--- config.mk ---
export PLATFORM = sky130hd
export DESIGN_NAME = sdram_init_seq
export DESIGN_NICKNAME = d
export VERILOG_FILES = /design/src/rtl/sdram_init_seq.sv
export SDC_FILE = /design/constraint.sdc
export NUM_CORES = 1
export LEC_CHECK = 0
export ABC_CLOCK_PERIOD_IN_PS = 2520
export CAP_MARGIN = 20
export CORE_MARGIN = 10
export CORE_UTILIZATION = 31
export DETAILED_ROUTE_END_ITERATION = 10
export GPL_ROUTABILITY_DRIVEN = 0
export HOLD_SLACK_MARGIN = 0.15
export PLACE_DENSITY = 0.51
export SKIP_LAST_GASP = 1
export SYNTH_ARGS = -nofsm -noshare
export SYNTH_HDL_FRONTEND = slang
export SYNTH_SLANG_ARGS = --single-unit
--- constraint.sdc ---
create_clock -name sdram_clk -period 2.52 [get_ports sdram_clk]
set_input_delay 0.504 -clock sdram_clk [delete_from_list [all_inputs] [get_ports sdram_clk]]
set_output_delay 0.504 -clock sdram_clk [all_outputs]
set_load 0.02 [all_outputs]
--- src/rtl/sdram_init_seq.sv ---
// SDRAM power-up initialisation sequencer: NOP hold, precharge-all, N auto-refreshes,
// then mode-register set, after which init_done hands the pins to the normal command path.
module sdram_init_seq #(
  parameter int T_INIT    = 500,
  parameter int T_RP      = 3,
  parameter int T_RFC     = 7,
  parameter int T_MRD     = 2,
  parameter int N_REFRESH = 2,
  parameter int ADDR_W    = 13,
  parameter int BA_W      = 2
) (
  input  logic              sdram_clk,
  input  logic              sdram_resetn,
  input  logic              cfg_en,
  input  logic [ADDR_W-1:0] cfg_mode_reg,
  output logic              sdr_cke,
  output logic              sdr_cs_n,
  output logic              sdr_ras_n,
  output logic              sdr_cas_n,
  output logic              sdr_we_n,
  output logic [ADDR_W-1:0] sdr_addr,
  output logic [BA_W-1:0]   sdr_ba,
  output logic              init_busy,
  output logic              init_done
);

  localparam int MAX_WAIT = (T_INIT > T_RP && T_INIT > T_RFC && T_INIT > T_MRD) ? T_INIT :
                            (T_RP > T_RFC && T_RP > T_MRD) ? T_RP :
                            (T_RFC > T_MRD) ? T_RFC : T_MRD;
  localparam int CNT_W = (MAX_WAIT > 1) ? $clog2(MAX_WAIT) : 1;
  localparam int RC_W  = $clog2(N_REFRESH + 1);

  // Wait states follow a one-cycle command, so they hold T_x-1 cycles (load T_x-2).
  localparam logic [CNT_W-1:0] LD_INIT = CNT_W'(T_INIT - 1);
  localparam logic [CNT_W-1:0] LD_RP   = CNT_W'((T_RP > 1) ? T_RP - 2 : 0);
  localparam logic [CNT_W-1:0] LD_RFC  = CNT_W'((T_RFC > 1) ? T_RFC - 2 : 0);
  localparam logic [CNT_W-1:0] LD_MRD  = CNT_W'((T_MRD > 1) ? T_MRD - 2 : 0);
  localparam logic [RC_W-1:0]  N_REF   = RC_W'(N_REFRESH);

  localparam logic [3:0] CMD_IDLE = 4'b1111;
  localparam logic [3:0] CMD_NOP  = 4'b0111;
  localparam logic [3:0] CMD_PRE  = 4'b0010;
  localparam logic [3:0] CMD_REF  = 4'b0001;
  localparam logic [3:0] CMD_MRS  = 4'b0000;

  typedef enum logic [3:0] {
    ST_IDLE, ST_WAIT_INIT, ST_PRE, ST_WAIT_RP, ST_REF,
    ST_WAIT_RFC, ST_MRS, ST_WAIT_MRD, ST_DONE
  } state_t;

  state_t              state_r, state_nxt_s;
  logic [CNT_W-1:0]    wait_cnt_r, wait_cnt_nxt_s;
  logic [RC_W-1:0]     ref_cnt_r, ref_cnt_nxt_s;
  logic [ADDR_W-1:0]   mode_r, mode_nxt_s;

  logic                cke_s, busy_s, done_s;
  logic [3:0]          cmd_s;
  logic [ADDR_W-1:0]   addr_s;
  logic [BA_W-1:0]     ba_s;

  logic                cke_r, busy_r, done_r;
  logic [3:0]          cmd_r;
  logic [ADDR_W-1:0]   addr_r;
  logic [BA_W-1:0]     ba_r;

  // Next-state, wait counter, refresh counter and mode capture.
  always_comb begin
    state_nxt_s    = state_r;
    wait_cnt_nxt_s = wait_cnt_r;
    ref_cnt_nxt_s  = ref_cnt_r;
    mode_nxt_s     = mode_r;
    case (state_r)
      ST_IDLE: begin
        if (cfg_en) begin
          state_nxt_s    = ST_WAIT_INIT;
          wait_cnt_nxt_s = LD_INIT;
          ref_cnt_nxt_s  = '0;
          mode_nxt_s     = cfg_mode_reg;
        end else begin
          state_nxt_s = ST_IDLE;
        end
      end
      ST_WAIT_INIT: begin
        if (wait_cnt_r == '0) begin
          state_nxt_s = ST_PRE;
        end else begin
          wait_cnt_nxt_s = wait_cnt_r - 1'b1;
        end
      end
      ST_PRE: begin
        if (T_RP > 1) begin
          state_nxt_s    = ST_WAIT_RP;
          wait_cnt_nxt_s = LD_RP;
        end else begin
          state_nxt_s = ST_REF;
        end
      end
      ST_WAIT_RP: begin
        if (wait_cnt_r == '0) begin
          state_nxt_s = ST_REF;
        end else begin
          wait_cnt_nxt_s = wait_cnt_r - 1'b1;
        end
      end
      ST_REF: begin
        ref_cnt_nxt_s = ref_cnt_r + 1'b1;
        if (T_RFC > 1) begin
          state_nxt_s    = ST_WAIT_RFC;
          wait_cnt_nxt_s = LD_RFC;
        end else if (ref_cnt_nxt_s < N_REF) begin
          state_nxt_s = ST_REF;
        end else begin
          state_nxt_s = ST_MRS;
        end
      end
      ST_WAIT_RFC: begin
        if (wait_cnt_r != '0) begin
          wait_cnt_nxt_s = wait_cnt_r - 1'b1;
        end else if (ref_cnt_r < N_REF) begin
          state_nxt_s = ST_REF;
        end else begin
          state_nxt_s = ST_MRS;
        end
      end
      ST_MRS: begin
        if (T_MRD > 1) begin
          state_nxt_s    = ST_WAIT_MRD;
          wait_cnt_nxt_s = LD_MRD;
        end else begin
          state_nxt_s = ST_DONE;
        end
      end
      ST_WAIT_MRD: begin
        if (wait_cnt_r == '0) begin
          state_nxt_s = ST_DONE;
        end else begin
          wait_cnt_nxt_s = wait_cnt_r - 1'b1;
        end
      end
      ST_DONE: state_nxt_s = ST_DONE;
      default: state_nxt_s = ST_IDLE;
    endcase
  end

  // Pin decode from the upcoming state so the pin registers change with the state.
  always_comb begin
    cke_s  = 1'b1;
    cmd_s  = CMD_NOP;
    addr_s = '0;
    ba_s   = '0;
    busy_s = 1'b1;
    done_s = 1'b0;
    case (state_nxt_s)
      ST_IDLE: begin
        cke_s  = 1'b0;
        cmd_s  = CMD_IDLE;
        busy_s = 1'b0;
      end
      ST_PRE: begin
        cmd_s      = CMD_PRE;
        addr_s[10] = 1'b1;
      end
      ST_REF:  cmd_s = CMD_REF;
      ST_MRS: begin
        cmd_s  = CMD_MRS;
        addr_s = mode_nxt_s;
      end
      ST_DONE: begin
        busy_s = 1'b0;
        done_s = 1'b1;
      end
      ST_WAIT_INIT, ST_WAIT_RP, ST_WAIT_RFC, ST_WAIT_MRD: cmd_s = CMD_NOP;
      default: begin
        cke_s  = 1'b0;
        cmd_s  = CMD_IDLE;
        busy_s = 1'b0;
      end
    endcase
  end

  // State, counters and registered pin outputs.
  always_ff @(posedge sdram_clk or negedge sdram_resetn) begin
    if (!sdram_resetn) begin
      state_r    <= ST_IDLE;
      wait_cnt_r <= '0;
      ref_cnt_r  <= '0;
      mode_r     <= '0;
      cke_r      <= 1'b0;
      cmd_r      <= CMD_IDLE;
      addr_r     <= '0;
      ba_r       <= '0;
      busy_r     <= 1'b0;
      done_r     <= 1'b0;
    end else begin
      state_r    <= state_nxt_s;
      wait_cnt_r <= wait_cnt_nxt_s;
      ref_cnt_r  <= ref_cnt_nxt_s;
      mode_r     <= mode_nxt_s;
      cke_r      <= cke_s;
      cmd_r      <= cmd_s;
      addr_r     <= addr_s;
      ba_r       <= ba_s;
      busy_r     <= busy_s;
      done_r     <= done_s;
    end
  end

  assign sdr_cke   = cke_r;
  assign sdr_cs_n  = cmd_r[3];
  assign sdr_ras_n = cmd_r[2];
  assign sdr_cas_n = cmd_r[1];
  assign sdr_we_n  = cmd_r[0];
  assign sdr_addr  = addr_r;
  assign sdr_ba    = ba_r;
  assign init_busy = busy_r;
  assign init_done = done_r;

endmodule

* Word-level counts from Yosys, hierarchy flattened
Cells that the tools add are included.
** Word-level totals
- Register bits after elaboration :: 48
- Logic and storage cells :: 64
** Operators by class
- Add/subtract/negate cells :: 2
- Order comparisons :: 1
- Equal/unequal tests :: 19
- Muxes and demuxes :: 22
- Reduce and logical (&&, ||, !) cells :: 11
** Operator list (count)
- case mux 9 bit (6 select lines) :: 1
- case mux 4 bit (9 select lines) :: 1
- equality test 4 x 3 -> 1 bit, second input constant :: 8
- two-way mux 9 bit :: 3
- two-way mux 13 bit :: 2
- equality test 4 x 2 -> 1 bit, second input constant :: 4
- two-way mux 4 bit :: 4
- case mux 4 bit (4 select lines) :: 1
- two-way mux 10 bit :: 1
- zero test 9 bit :: 1
- nonzero test 9 bit :: 1
- subtractor 9 x 1 -> 9 bit, second input constant :: 1
- equality test 4 x 1 -> 1 bit, second input constant :: 2
- equality test 4 bit, second input constant :: 2
- OR reduction 8 bit :: 1
- OR reduction 7 bit :: 1
- two-way mux 2 bit :: 3
- != test 2 bit, second input constant :: 3
- nonzero test 6 bit :: 1
- OR reduction 5 bit :: 1
- zero test 4 bit :: 1
- two-way mux 1 bit :: 4
- case mux 2 bit (2 select lines) :: 1
- AND reduction 4 bit :: 1
- 6 further kinds :: 6

* Logic depth before layout (Yosys ltp)
- Depth after elaboration :: 7
- Gate-level depth with buffers :: 7
- Mapped depth without buffers :: 6

* Worst setup path before layout
No wires, ideal clock.
- Path type :: register to register
- Start point :: reg wait_cnt_r[0]
- End point :: reg addr_r[0] (netlist: sdr_addr[0])
- Arrival time :: 1.504 ns
- Setup slack :: 0.943 ns
- Stages on the path, launching flop included :: 8
- Buffers on the path :: 1
- Clock period less this slack :: 1.577 ns
- Path through :: dfrtp_1 -> inv_1 -> ha_1 -> nor4b_4 -> and3_4 -> nand4b_4 -> buf_6 -> nor2b_1
** Between the ends
- Cells in the longest elaborated chain, start to end :: 5
- Elaborated cells on any way between the ends :: 9
** RTL lines
- start: declaration :: line 52 : logic [CNT_W-1:0] wait_cnt_r, wait_cnt_nxt_s;
- start signal: assignment :: line 196 : wait_cnt_r <= wait_cnt_nxt_s;
- zero test 9 bit or nonzero test 9 bit (tied branches)
- two-way mux 4 bit (on tied branches)
- case mux 4 bit (9 select lines) * :: line 72 : case (state_r)
- equality test 4 x 3 -> 1 bit * :: line 153 : case (state_nxt_s)
- two-way mux 10 bit * :: line 153
- via addr_s[0] :: line 58 : logic [ADDR_W-1:0] addr_s;
- end signal: assignment :: line 201 : addr_r <= addr_s;
- end: declaration :: line 63 : logic [ADDR_W-1:0] addr_r;
The timed path passes the listed nets; every way through them passes the cells marked *.
A chain may end at the register's enable or synchronous reset.

* Worst setup path after layout
- Start point :: reg cmd_r[0]
- End point :: out sdr_we_n
** RTL lines
- start: declaration :: line 62 : logic [3:0] cmd_r;
- start signal: assignment :: line 200 : cmd_r <= cmd_s;
- end: declaration :: line 20 : output logic sdr_we_n,
No word-level cell between the ends.

==> flow_summary.ini <==
[final_layout]
n_fill_cell = 650
finalNonFillerCells = 294
antenna_cells = 0
syn2layout_area_growth_pct = 23.2
fin_nets = 231
drive_above_1_share_pct = 18.2

[power]
vdd_drop_max_uv = 220
powerDensity_nw_per_um2 = 795
p_leak_uw = 0.00115

[clock_tree]
cts_setup_buffers = 0
clk_latency_ns = 0.30
ctsLongestPathBuffers = 2
holdBufCountCts = 0
post_cts_resized = 0
cts_max_level = 2
cts_num_sinks = 48
cts_buffers = 5
root_buffer = clkbuf_8
cts_tree = done
clk_pin_slew_worst_paths_ns = 0.09

[floorplan]
io-pin-count = 38
placementRows = 30
die_area_um2 = 10500
start_util_pct = 31.5
die_y_um = 103
die_width_um = 103
core_um2 = 6720

[timing]
clock-skew-final_ns = 0.00564
layout_min_cycle_time_ns = 1.92
fmax_mhz = 521
slew_headroom_pct = 49.6
tightest_slew_ns = 0.749
period_share_pct = 76.1
setup_violations = 0
finalSetupTns_ns = 0
hold_viol_final = 0
drv_slew = 0
rsz0062_at_grt = false

[global_route]
grt_pass1_wl_um = 6870
antenna_found_initial = 0
grt_usage_pct = 8.30
gr-total-overflow = 0
grt_pass1_vias = 1394
grt_max_degree = 49

[routing]
routedWlPerCell_um = 14.5
dr.pass1.iters = 4
ant_nets = 0
via_count = 1396
wl_um = 4270
drtIter0Drc = 77
post-route-drc-count = 0
viasPerCell = 4.75

[synth]
ys_top_cells_by_area = dfrtp_1, mux2_2, dfstp_2, nor2b_1, nand2_1
synth.avg_cell_area_um2 = 12.0
ys_ff_latch = 48
synth_cell_types = 43
syn_inst = 177
yosysTopAreaCell = dfrtp_1
synthMuxAreaShare_pct = 7.39
synth_top_family_by_area = simple AND/OR/NAND/NOR gates
yosys.area_share.simple_pct = 19.0
synth_xor_area_share_pct = 0.827
synth_ff_type = dfrtp_1
yosys.cell_count.top_type = dfrtp_1
synth_compound_area_share_pct = 9.22
netlist_area_um2 = 2120
synthAdderAreaFrac_pct = 1.18
yosysSeqAreaShare_pct = 57.0
synth_edf_count = 0
yosysTopAreaCellShare_pct = 52.0
synth-async-reset-ratio_pct = 100
ys_warn_count = 0
synthTopCellsByCount = dfrtp_1, nand2_1, mux2_2, nor2b_1

[setup_path]
worstSetupPathType = register to output port
crit_family = buffers and inverters
crit_chain = clkdlybuf4s50_1
path_buf_inv = 1
end_kind = output port
rr_startpoint = state_r[1]$_DFF_PN0_
timing.rr.end = wait_cnt_r[2]$_DFFE_PN0P_
worst_ep_arrival_time_ns = 1.41
ff2ff_path_depth = 4
critPathMaxStageDelay_ns = 0.59
crit_required_ns = 2.02
reg2reg_slack_ns = 0.62
crit_fanout = 1
critPathLaunchType = register
cpMaxStageDelayCell = clkdlybuf4s50_1

[placed_design]
dp_hpwl_um = 2920
placed_cells = 286
io_buffer_count = 35

[hold_path]
min_path_type = input pin to async pin

[run]
drv_cap = 0

[run_status]
outcome = finished clean
==> how the worst max path moves through the flow <==
stage	to	slack, ns	depth (start not counted)	from
2_1_floorplan	sdr_addr[0]$_DFF_PN0_	0.94	7	wait_cnt_r[0]$_DFFE_PN0P_
3_3_place_gp	sdr_addr[6]$_DFF_PN0_	0.49	4	cfg_en
3_5_place_dp	sdr_addr[3]$_DFF_PN0_	0.46	4	cfg_en
4_1_cts	sdr_we_n	0.58	1	cmd_r[0]$_DFF_PN1_
5_1_grt	wait_cnt_r[6]$_DFFE_PN0P_	0.50	6	wait_cnt_r[0]$_DFFE_PN0P_
6_report	sdr_we_n	0.60	1	cmd_r[0]$_DFF_PN1_
==> area by class of cell <==
type	count	area [um^2]	area share [%]
well taps	80	100	3.84
clock inverters	2	13.8	0.528
clock buffers	6	82.6	3.17
multi-input cells	112	805	30.8
inverters	7	26.3	1.01
flip-flops and latches	48	1210	46.2
repair buffers	39	375	14.4
==> registers in the layout, indices dropped and copies added (netlist names) <==
register,flops
sdr_cke,1
mode_r,13
wait_cnt_r,9
init_busy,1
cmd_r,4
state_r,4
sdr_addr,13
ref_cnt_r,2
init_done,1
==> cell families (layout without fill, tap and decap cells) <==
| kind of cell | after synthesis | count (layout) |
|---|---|---|
| and+or+nand+nor | 62 | 62 |
| buffers and inverters | 18 | 54 |
| other | 1 | 2 |
| adders and majority gates | 2 | 2 |
| xor gates and xnor gates | 2 | 2 |
| muxes | 14 | 14 |
| DFF | 48 | 48 |
| AOI/OAI and AO/OA | 30 | 30 |
==> layer usage <==
metal | GRT usage (%) | wire length, um
met1 | 10.4 | 1890
met2 | 13.0 | 2080
met3 | 2.35 | 218
met4 | 3.69 | 80
met5 | 0 | 0
==> through the flow <==
stage	total power [uW]	utilization [%]	setup slack, ns	instance area (um^2)	hold WS, ns
3_5_place_dp	1600	37.4	0.455	2510	0.477
3_3_place_gp	1590	37.4	0.495	2510	0.473
2_1_floorplan	1480	-	0.943	2120	0.208
5_1_grt	2210	38.8	0.496	2610	0.341
4_1_cts	2090	38.8	0.581	2610	0.309
6_report	2070	38.8	0.602	2610	0.285
==> cells in the final DEF, fill, tap and decap left out, types with 2 or more instances in the layout <==
master / Yosys / final
dfstp_2: 4 / 4
buf_4: 5 / 4
nand2_1: 14 / 14
inv_1: 7 / 7
nor3_1: 5 / 5
conb_1: 1 / 2
o21ai_0: 8 / 8
o31ai_1: 3 / 3
xor2_1: 2 / 2
a211oi_1: 3 / 3
clkbuf_8: 0 / 6
ha_1: 2 / 2
nor2b_1: 13 / 13
a21oi_1: 9 / 9
nand3_1: 7 / 7
nor2_1: 9 / 9
dfrtp_1: 44 / 44
clkdlybuf4s50_1: 0 / 34
mux2_2: 13 / 13
==> power breakdown <==
group          leakage (uW)  internal, uW  total, uW  switching, uW
logic              0.000490           258        477            219
registers          0.000604           944       1110            163
clock network     0.0000516           225        489            264
total               0.00115          1430       2070            646
Power figures use the tool's default switching activity.
